<file path="src/rtl/sram_port_master.sv">
// Client-side controller for one SRAM port: single-beat writes, incrementing
// read bursts, 1-cycle read latency tracking and a backpressured response FIFO.
module sram_port_master #(
  parameter int DATA_WIDTH = 32,
  parameter int ADDR_WIDTH = 4,
  parameter int LEN_WIDTH  = 4,
  parameter int RSP_DEPTH  = 2
) (
  input  logic                         clk,
  input  logic                         rst_n,
  input  logic                         req_valid,
  output logic                         req_ready,
  input  logic                         req_we,
  input  logic [ADDR_WIDTH-1:0]        req_addr,
  input  logic [LEN_WIDTH-1:0]         req_len,
  input  logic signed [DATA_WIDTH-1:0] req_wdata,
  output logic                         rsp_valid,
  input  logic                         rsp_ready,
  output logic signed [DATA_WIDTH-1:0] rsp_rdata,
  output logic [ADDR_WIDTH-1:0]        mem_addr,
  output logic signed [DATA_WIDTH-1:0] mem_data,
  output logic                         mem_we,
  input  logic signed [DATA_WIDTH-1:0] mem_q,
  output logic                         busy
);

  localparam int PW = (RSP_DEPTH > 1) ? $clog2(RSP_DEPTH) : 1;
  localparam int CW = $clog2(RSP_DEPTH + 1);

  typedef enum logic [1:0] {
    IDLE,
    WR,
    RD
  } state_t;

  state_t                       state;
  logic [LEN_WIDTH-1:0]         rem;
  logic                         in_flight;
  logic signed [DATA_WIDTH-1:0] fifo [RSP_DEPTH];
  logic [PW-1:0]                wr_ptr;
  logic [PW-1:0]                rd_ptr;
  logic [CW-1:0]                count;
  logic [CW:0]                  occ;
  logic                         pop;
  logic                         push;
  logic                         issue;

  function automatic logic [PW-1:0] nxt(input logic [PW-1:0] p);
    return (p == PW'(RSP_DEPTH - 1)) ? '0 : p + PW'(1);
  endfunction

  assign req_ready = (state == IDLE);
  assign rsp_valid = (count != '0);
  assign rsp_rdata = fifo[rd_ptr];
  assign pop       = rsp_valid && rsp_ready;
  assign push      = in_flight;
  assign busy      = (state != IDLE) || in_flight || rsp_valid;

  // Occupancy seen after this cycle's pop, counting the beat still in flight.
  assign occ   = (CW+1)'(count) - (CW+1)'(pop) + (CW+1)'(in_flight);
  assign issue = (state == RD) && (occ < (CW+1)'(RSP_DEPTH));

  // mem_addr holds the address the SRAM samples at the coming edge;
  // a stalled beat simply keeps it in place.
  always_ff @(posedge clk or negedge rst_n) begin
    if (!rst_n) begin
      state     <= IDLE;
      mem_we    <= 1'b0;
      mem_addr  <= '0;
      mem_data  <= '0;
      rem       <= '0;
      in_flight <= 1'b0;
    end else begin
      in_flight <= issue;
      unique case (state)
        IDLE: begin
          if (req_valid) begin
            mem_addr <= req_addr;
            if (req_we) begin
              mem_data <= req_wdata;
              mem_we   <= 1'b1;
              state    <= WR;
            end else begin
              rem   <= req_len;
              state <= RD;
            end
          end
        end
        WR: begin
          mem_we <= 1'b0;
          state  <= IDLE;
        end
        RD: begin
          if (issue) begin
            if (rem == '0) begin
              state <= IDLE;
            end else begin
              rem      <= rem - LEN_WIDTH'(1);
              mem_addr <= mem_addr + ADDR_WIDTH'(1);
            end
          end
        end
        default: state <= IDLE;
      endcase
    end
  end

  always_ff @(posedge clk or negedge rst_n) begin
    if (!rst_n) begin
      wr_ptr <= '0;
      rd_ptr <= '0;
      count  <= '0;
      for (int i = 0; i < RSP_DEPTH; i++) fifo[i] <= '0;
    end else begin
      if (push) begin
        fifo[wr_ptr] <= mem_q;
        wr_ptr       <= nxt(wr_ptr);
      end
      if (pop) rd_ptr <= nxt(rd_ptr);
      count <= count + CW'(push) - CW'(pop);
    end
  end

endmodule

</file>
<file path="config.mk">
export PLATFORM = sky130hd
export DESIGN_NAME = sram_port_master
export DESIGN_NICKNAME = d
export VERILOG_FILES = /design/src/rtl/sram_port_master.sv
export SDC_FILE = /design/constraint.sdc
export NUM_CORES = 1
export LEC_CHECK = 0
export ABC_AREA = 1
export CAP_MARGIN = 10
export CORE_MARGIN = 5
export CORE_UTILIZATION = 47
export DETAILED_ROUTE_END_ITERATION = 8
export PLACE_DENSITY = 0.8
export SETUP_SLACK_MARGIN = 0.4
export SLEW_MARGIN = 5
export SYNTH_ARGS = -nofsm -noshare
export SYNTH_HDL_FRONTEND = slang
export SYNTH_SLANG_ARGS = --single-unit
</file>
<file path="constraint.sdc">
create_clock -name clk -period 2.77 [get_ports clk]
set_clock_uncertainty 0.1 [all_clocks]
set_input_delay 0.277 -clock clk [delete_from_list [all_inputs] [get_ports clk]]
set_output_delay 0.277 -clock clk [all_outputs]
set_load 0.01 [all_outputs]
</file>
## Word level (Yosys, flattened, before mapping)

Index checks and enable logic that the tools add are counted.

- Add/subtract/negate cells: 8
- $lt $le $gt $ge: 4
- Equal/unequal tests: 8
- Multiplexer cells: 25
- Bitwise operators: 2
- Reduce and logical (&&, ||, !) cells: 16

Operator list:

| cell | number |
|---|---|
| $mux 32 | 4 |
| $bwmux 64 | 1 |
| $demux 32 s1 | 1 |
| $mux 4 | 7 |
| $pmux 4 s2 | 2 |
| $reduce_and 3->1 | 3 |
| $mux 2 | 4 |
| $ne 2x2->1 const B | 4 |
| $reduce_bool 2->1 | 4 |
| $reduce_and 5->1 | 1 |
| $add 4x1->4 const B | 1 |
| $ge 2x2->1 const B | 2 |
| $logic_not 4->1 | 1 |
| $mux 1 | 4 |
| $ne 2x1->1 const B | 2 |
| $not 1->2 | 2 |
| $pmux 2 s2 | 1 |
| $reduce_and 4->1 | 1 |
| $sub 4x1->4 const B | 1 |
| $add 3x1->3 | 1 |
| $logic_and 1x1->1 | 3 |
| $lt 3x2->1 const B | 1 |
| $sub 2x1->3 | 1 |
| $add 1x1->1 const B | 2 |
| 8 further kinds | 9 |

- Flip-flop bits (word level): 112
- Bits of input ports: 77
- Output and inout bits: 72
- Logic and storage cells: 74

## Longest topological paths before layout

Gate-level depths: netlist of the first run.

- Word-level depth: 8
- Gate-level depth with buffers: 16
- Gate-level depth less buffers: 16

## Worst setup path before layout of the first run

No wires, ideal clock.

- Path kind: register to register
- Start point: register count[1]
- End point: register mem_addr[3]
- Library setup time: 121 ps
- Arrival time: 2152 ps
- Data required time: 2549 ps
- Path slack: 397 ps
- Stages on the path, launching flop included: 16
- Path buffers: 0
- Clock period less this slack: 2373 ps
- Cells stage by stage: dfrtp_1 > nor2_1 > inv_1 > nand2_1 > inv_1 > ha_1 > inv_1 > ha_1 > fa_1 > inv_1 > nand3_1 > nand2_2 > nand2_2 > inv_2 > nand2_1 > o21ai_1

- Cells in the longest elaborated chain, start to end: 8

RTL lines:

| element | line | source |
|---|---|---|
| from (decl) | 42 | `logic [CW-1:0] count;` |
| from (signal assigned) | 120 | `count <= count + CW'(push) - CW'(pop);` |
| $reduce_bool 2->1 | 53 | `assign rsp_valid = (count != '0);` |
| via rsp_valid | 17 | `output logic rsp_valid,` |
| $logic_and 1x1->1 | 55 | `assign pop = rsp_valid && rsp_ready;` |
| via pop | 44 | `logic pop;` |
| $sub 2x1->3 | 60 | `assign occ = (CW+1)'(count) - (CW+1)'(pop) + (CW+1)'(in_flight);` |
| $add 3x1->3 | 60 |  |
| via occ[1] | 43 | `logic [CW:0] occ;` |
| $lt 3x2->1 | 61 | `assign issue = (state == RD) && (occ < (CW+1)'(RSP_DEPTH));` |
| $logic_and 1x1->1 | 61 |  |
| $ne 2x2->1 (no source line) | n/a |  |
| $reduce_and 4->1 (no source line) | n/a |  |
| to (signal assigned) | 78 | `mem_addr <= req_addr;` |
| to (signal assigned) | 99 | `mem_addr <= mem_addr + ADDR_WIDTH'(1);` |
| to (decl) | 20 | `output logic [ADDR_WIDTH-1:0] mem_addr,` |

The timed path passes the listed nets, and every way through them passes these cells.
A chain may end at the register's enable or synchronous reset.

## Worst setup path after layout of the first run

- Start point: register count[1]
- End point: register rem[0]

- Cells in the longest elaborated chain, start to end: 8

RTL lines:

| element | line | source |
|---|---|---|
| $reduce_bool 2->1 | 53 |  |
| $logic_and 1x1->1 | 55 |  |
| via pop | 44 |  |
| $sub 2x1->3 | 60 |  |
| $add 3x1->3 | 60 |  |
| via occ[1] | 43 |  |
| $lt 3x2->1 | 61 |  |
| $logic_and 1x1->1 | 61 |  |
| $ne 2x2->1 (no source line) | n/a |  |
| $reduce_and 5->1 (no source line) | n/a |  |
| to (signal assigned) | 84 | `rem <= req_len;` |
| to (signal assigned) | 98 | `rem <= rem - LEN_WIDTH'(1);` |
| to (decl) | 37 | `logic [LEN_WIDTH-1:0] rem;` |

The timed path passes the listed nets, and every way through them passes these cells.

==> results of run 1 <==
==> placed cells by master (no fill, tap or decap), types with 2 or more instances in the layout <==
cell,instances
buf_12,3
buf_4,12
clkbuf_1,2
clkbuf_8,9
clkdlybuf4s50_1,147
clkinvlp_4,3
dfrtp_1,112
ha_1,3
ha_4,2
inv_1,42
inv_2,7
nand2_1,291
nand2_2,14
nand2_8,2
nand3_1,5
nand3_4,2
nand4_1,3
nor2_1,4
nor2_4,2
o21ai_0,47
o21ai_1,24
or2_2,2
==> synth_stat cells, types with 2 or more instances <==
library cell and instances:
o21ai_0 47, o21ai_1 24, nand2_1 301, inv_1 46
nor2_1 5, nand2_2 6, clkbuf_1 13, or2_1 2
buf_2 11, inv_2 4, ha_1 5, dfrtp_1 112
nand3_1 7, buf_6 3, nand4_1 3
==> logic make-up (layout without fill, tap and decap cells) <==
group	Yosys count	after routing	share of synthesized area, %
AO/OA/AOI/OAI	73	73	7.49
XOR/XNOR	2	2	0.358
adder cells (fa/ha/maj)	6	6	1.69
buffers and inverters	79	230	6.90
flip-flops	112	112	57.3
AND/OR/NAND/NOR	328	328	26.3
==> layout make-up <==
cell class	count	area, µm²	area share, %
Sequential cell	112	2800	41.0
Tap cell	136	170	2.49
Clock inverter	4	31.3	0.457
Multi-Input combinational cell	409	1860	27.3
Inverter	52	208	3.04
Clock buffer	11	131	1.92
Timing Repair Buffer	163	1630	23.9
==> final timing paths <==
check	start	end	slack, ns	cells after the start
worst min-delay path	req_wdata[3]	mem_data[3]$_DFFE_PN0P_	0.34	3
max in group asynchronous	rst_n	mem_data[5]$_DFFE_PN0P_	1.40	3
worst min register to register	mem_data[16]$_DFFE_PN0P_	mem_data[16]$_DFFE_PN0P_	0.39	2
min in group asynchronous	rst_n	fifo[34]$_DFFE_PN0P_	0.42	2
worst max register to register	count[1]$_DFF_PN0_	rem[0]$_DFFE_PN0P_	0.34	14
worst max-delay path	count[1]$_DFF_PN0_	rem[0]$_DFFE_PN0P_	0.34	14
==> sequential cells by signal, summed over array words and instances, names as in the netlist <==
signal     flops
state          2
wr_ptr         1
in_flight      1
rd_ptr         1
mem_data      32
fifo          64
mem_addr       4
mem_we         1
count          2
rem            4
==> timing repair <==
item / CTS / global route
pin swaps: 8 / 11
hold endpoints to repair: 57 / 0
hold buffers: 1 / 0
gates resized for setup: 17 / 12
setup endpoints to repair: 9 / 9
setup buffers: 6 / 3
gates cloned: 0 / 0
==> power breakdown <==
part	total [W]	switching (W)	internal [W]	leakage, nW
registers	0.00293	0.000484	0.00245	1.38
logic	0.00429	0.00219	0.00211	2.00
clock network	0.000851	0.000524	0.000327	0.0720
==> through the flow <==
| step | setup WS, ns | util [%] | instances | area, µm² |
|---|---|---|---|---|
| CTS | 0.364 | 66.2 | 884 | 6770 |
| global placement | 0.225 | 63.4 | 862 | 6480 |
| detailed placement | 0.0846 | 63.4 | 862 | 6480 |
| floorplan | 0.406 | - | 600 | 4890 |
| finish | 0.340 | 66.8 | 887 | 6840 |
| global route | 0.242 | 66.8 | 887 | 6840 |
==> critical path, stage by stage, from the launching register on <==
cell	delay, ns
dfrtp_1	0.42
nor2_2	0.16
inv_2	0.06
nand2_2	0.08
inv_2	0.05
ha_4	0.25
inv_2	0.03
ha_4	0.14
fa_1	0.48
inv_2	0.09
nand3_4	0.09
nand2_8	0.11
nand3_4	0.11
nand2_2	0.10
nand2_1	0.05
==> metal layers <==
metal / up-vias / GRT usage, % / share of wire (%)
li1: 2120 / - / -
met1: 2000 / 24.4 / 43
met2: 171 / 32.5 / 47
met3: 15 / 7.33 / 9.7
met4: 0 / 5.45 / 1.2
met5: - / 0 / 0
==> summary.md, run 1 <==
The flow ran to the end, and the final reports show no timing, DRC or antenna violations. In the final design database the tool counted 830 nets. Yosys synthesis warning count: 0. Based on the critical path, the design can be clocked at up to 0.412 GHz.

Data arrives at the worst endpoint at 2.57 ns. The sort of element at the start of the critical path was a register. The first detailed-routing pass ran for 5 iterations. For this block, the via count after detailed routing is 4,306. The synthesis-to-layout area growth came out at 39.7%. In this run the tightest slew margin relative to its limit is 50.5%. Entering global routing, the biggest net connects 59 pins. The repair_antennas step left the layout with diodes totalling 0. Via count of the first global-routing pass: 4,339.

For the count of pins on the block boundary, the log shows 149. In this run the remaining antenna-violating nets after routing total 0. The final weighted congestion of routability-driven global placement was 0.880.

The number of synthesized flops with an enable pin works out to 0. The floorplan step set the die height to 112 µm. Power spread over the standard cell area amounts to 1180 nW/µm².

After clock tree synthesis, the clock-pin slew on the worst setup and hold paths is 0.10 ns. The logs give 3 for the H-tree depth reported by CTS and 0 for the max-slew violation count. The tools report the number of buffers added by the clock tree synthesis step as 9. Die extent in x: 112 µm. Port buffering added 148 buffers. TritonCTS built the clock tree. The logs give 20.4 mm for the global-route wire length before repair and 0 for the overflow left after global routing.

Ranked by total cell area, the synthesized netlist is headed by dfrtp_1 (57%), nand2_1 (23%), o21ai_0 (4.8%), inv_1 (3.5%), o21ai_1 (2.5%). The tree built by TritonCTS fans out to 112 sinks. The run gives 2.91 ns as the required time at the worst-slack endpoint.

Setup repair after global routing could not meet its margin everywhere. The logs give 0.00807 W for the overall power after layout and 0.35 ns for the worst-skew pair later-pin latency. The final-report hold violation count came out at 0. Setup violations remaining at the end of the flow were counted as 0. After synthesis the cells add up to 4890 µm². The post-detailed-route wirelength per cell came out at 13.8 µm. Hold is met by 0.345 ns. The initial antenna violation count was 0; the mean number of vias per cell was 4.85. The post-synth net total is 683, and the detailed router's first-iteration violation count is 206. The flip-flop and latch count after synthesis works out to 112.

The die covers 12,600 µm². For the buffer levels on the longest clock path, the log shows 2. The tree is rooted in a clkbuf_8. The layout has 808 filler cells. For the pin with the worst max-slew slack, the measured transition is 0.742 ns. The tool flagged a number of max-cap violations equal to 0.

For the final routed database, the setup TNS stands at 0 ns. The share of the synthesized area in the top cell type was 57.3%. Type of the worst min-delay path: input pin to register. Counting I/O delays and the setup requirement, the final critical path takes 2.43 ns.

Each instance of the synthesized netlist takes up on average 8.16 µm². The initialized floorplan defines 37 standard-cell rows. In this run the worst path has a maximum fanout of 5. Once the floorplan was initialized, standard cells occupied 47.8% of the core. After floorplanning, the core was sized to cover 10,200 µm².

The HPWL reported at the end of detailed placement is 8.64 mm. Of the synthesized area, sequential elements account for 57.3%. Cells with a size suffix above 1 make up 8.39% of the layout. In the synthesized netlist the dominant register cell turns out to be dfrtp_1. After detailed routing, the number of remaining DRC violations is 0. The synthesized instance count is 600. The start-to-end type of the worst setup path was register to register.

The biggest area contributor in the post-synthesis netlist is dfrtp_1. For the global routing usage summed across all routing layers, the log shows 19.6%. After layout, the worst path uses 87.7% of the clock period. The tools report the capturing element type of the critical path as a register.

In this run, distinct cell masters in the synthesized netlist total 26. After synthesis, the share of flip-flops with an asynchronous set or reset is 100%. The routed design has 12.2 mm of wire. For this design the static power due to leakage is 3.45 nW. Across the VDD grid, the largest voltage drop is 584 µV.
No activity file was read; power rests on OpenSTA's default activity.
==> run 2: changes to the inputs <==
--- a/config.mk
+++ b/config.mk
@@ -8,7 +8,7 @@
 export ABC_AREA = 1
-export CAP_MARGIN = 10
+export CAP_MARGIN = 20
 export CORE_MARGIN = 5
-export CORE_UTILIZATION = 47
+export CORE_UTILIZATION = 42
 export DETAILED_ROUTE_END_ITERATION = 8
-export PLACE_DENSITY = 0.8
+export PLACE_DENSITY = 0.76
 export SETUP_SLACK_MARGIN = 0.4
==> constraint.sdc (replaced) <==
create_clock -name clk -period 1.95 [get_ports clk]
set_clock_uncertainty 0.1 [all_clocks]
set_input_delay 0.195 -clock clk [delete_from_list [all_inputs] [get_ports clk]]
set_output_delay 0.195 -clock clk [all_outputs]
set_load 0.05 [all_outputs]
==> summary.md, run 2 (synthesized netlist as in run 1, its figures left out) <==
The tools report the effective utilization at floorplan as 42.9% (-5.0 points). The tools report the internal reg-to-reg setup slack as -0.45 ns (-0.79 ns). TritonCTS built the clock tree.

The tools report the buffer cell driving the clock tree root as clkbuf_16. The final reports fail on setup timing. For the setup slack of the critical path after layout, the log shows -0.453 ns (-0.793 ns).

The H-tree depth reported by CTS is 3 (unchanged), and the final count of negative-setup-slack endpoints is 10 (+10). Die extent in x: 118 µm (+5.3%). The shortest clock period the worst path allows after layout is 2.40 ns (-0.0273 ns), and the floorplan die area is 13,900 µm² (+11%).

For the pre-CTS setup slack, the log shows -0.513 ns (-0.597 ns). The largest stage delay on the critical path was 0.51 ns (+0.03 ns). The run gives 14.6 mm (+19%) as the overall routed net length.

The run finished, with violations left. The library cell used most frequently in the layout, excluding fill and tap cells, is nand2_1. The slowest cell on the critical path is fa_1.

The via count of the first global-routing pass is 4,509 (+3.9%), and the mean number of vias per cell is 4.90 (+0.90%). The tightest min-delay check is of the input pin to register type. The tools report the net total in the final layout as 851 (+2.5%). The capturing element type of the critical path was a register.

The die extent in y came out at 118 µm (+5.3%). The slew at the pin closest to its max-slew limit came out at 0.546 ns (-0.196 ns). The largest registers in the layout are fifo: 64 flops, mem_data: 32 flops. The startpoint identified for the worst hold timing path is req_wdata[13]. Maximum fanout along the worst path: 5 (unchanged).

For the number of antenna-violating nets in the routed design, the log shows 0 (unchanged). The run gives 8.62 mm (-0.17%) as the HPWL reported at the end of detailed placement. The final-report hold violation count was 0 (unchanged); the number of fillers in the final layout was 825 (+2.1%).

In the layout the commonest cells are nand2_1 (202), dfrtp_1 (111), clkdlybuf4s50_1 (75). The maximum number of pins on one net before global-route repair was 43 (-27%). The final weighted congestion of routability-driven global placement was 0.841 (-4.5%). The detailed router's first-iteration violation count is 232 (+13%).

The max-slew violation count was 0 (unchanged); the buffer levels on the longest clock path was 2 (unchanged). The overflow left after global routing was 0 (unchanged); the global-route wire length before repair was 22.4 mm (+9.7%). The global routing usage summed across all routing layers is 19.6% (about the same), and the post-detailed-route wirelength per cell is 16.0 µm (+16%).

Traced cell by cell, the critical path runs through nor2_4 -> inv_4 -> nand2_4 -> inv_4 -> ha_4 -> inv_2 -> ha_4 -> fa_1 -> inv_1 -> nand3_2 -> nand2_4 -> buf_4 -> nand4_1 -> nand2_1. The tools report the cell row count as 39 (+5.4%). The tools report the number of violations of the max-capacitance limit as 0 (unchanged). Broken down by cell family, the worst path's largest delay share belongs to adder cells.

The number of antenna cells inserted is 0 (unchanged). The sort of element at the start of the critical path is a register. The iteration count of the initial detailed-routing pass came out at 4 (-1). Count of pins on the block boundary: 149 (unchanged). The number of buffers added by the clock tree synthesis step was 9 (unchanged); the worst path buffer plus inverter count was 5 (+1). The via total after detailed routing was 4,477 (+4.0%); the required time at the worst-slack endpoint was 2.08 ns (-0.83 ns). The logs give 2.53 ns (-0.04 ns) for the arrival time of data at the critical path endpoint and 63.6% (+13 points) for the headroom to the max-slew limit.

The tools report the launching instance or port of the critical path as count[1]$_DFF_PN0_. For the initial antenna violation count, the log shows 0 (unchanged). Setup repair after global routing could not meet its margin everywhere. The number of sinks driven by the clock tree was 112 (unchanged); the fraction of final layout cells sized beyond drive strength 1 was 29.4% (+21 points). From synthesis to final layout, the design area changed by 63.8%. The clock-pin slew of the registers on the worst-case setup and hold paths came out at 0.07 ns (-0.03 ns).

The total of buffers placed on input and output ports is 148 (unchanged). The share of the cycle needed by the critical path after routing came out at 123% (+35 points). Residual DRC count: 0 (unchanged).

The maximum clock frequency came out at 0.416 GHz (+1.1%). Start-to-end type of the worst setup path: register to register. The startpoint identified for the worst register-to-register timing path is count[1]$_DFF_PN0_.

The logs give 0.34 ns (about the same) for the worst-skew pair later-pin latency and 11,400 µm² (+12%) for the area inside the core boundary. Flip-flop count of the largest register after layout: 64 (unchanged). Ranked by flip-flop count, first place goes to fifo.
-- run 2: changes by cell type in the layout (fill, tap and decap cells not counted), moves of 11 or more --
cell	previous run	this run
nand2_1	291	202
clkdlybuf4s50_1	147	75
nand2_4	1	72
buf_8	0	35
nand2_2	14	34
clkbuf_2	0	14
clkdlybuf4s15_1	0	14
clkbuf_16	0	11
-- run 2: routing by layer --
layer	global-route usage [%]	wire length, µm
met1	23.9	5670
met5	0	0
met2	33.6	7580
met4	5.95	230
met3	5.81	1100
-- run 2: layout make-up --
class | count | area, µm² | area share, %
Timing Repair Buffer | 184 | 2120 | 26.5
Tap cell | 143 | 179 | 2.23
Sequential cell | 112 | 2800 | 35.0
Inverter | 52 | 215 | 2.68
Multi-Input combinational cell | 409 | 2420 | 30.2
Clock buffer | 14 | 274 | 3.42
-- run 2: final timing paths --
kind | to | cells after the start
max | rem[1]$_DFFE_PN0P_ | 14
min | mem_data[13]$_DFFE_PN0P_ | 3
max reg2reg | rem[1]$_DFFE_PN0P_ | 14
min reg2reg | mem_data[29]$_DFFE_PN0P_ | 2
max in group asynchronous | rd_ptr$_DFFE_PN0P_ | 3
min in group asynchronous | fifo[33]$_DFFE_PN0P_ | 2
-- run 2: stage by stage --
stage	area (µm²)	TNS [ns]	util, %	std cells	hold WS (ns)
final	8020	-4.26	70.2	914	0.289
after CTS	7740	-4.04	67.8	907	0.277
after global routing	8020	-5.30	70.2	914	0.289
after global placement	6520	-3.55	57.1	876	0.105
after detailed placement	6520	-4.45	57.1	876	0.112
after floorplan	4930	-3.34	-	600	-0.201
-- run 2: worst register-to-register path: stages, from the launching register on --
cell	delay (ns)
dfrtp_1	0.41
nor2_4	0.16
inv_4	0.05
nand2_4	0.08
inv_4	0.04
ha_4	0.25
inv_2	0.03
ha_4	0.15
fa_1	0.51
inv_1	0.06
nand3_2	0.09
nand2_4	0.09
buf_4	0.15
nand4_1	0.07
nand2_1	0.06
-- run 2: what timing repair did --
item                                   4_1_cts  5_1_grt
endpoints found under the hold margin       37        0
hold buffers                                 1        0
pin swaps                                   39       22
setup endpoints to repair                  103       87
setup buffers                               11        5
resized for setup                          275       87
gates cloned                                 5        2
Power of run 2 is not shown: default switching activity piles up to over one toggle a cycle in this logic, so the estimate is an artifact.
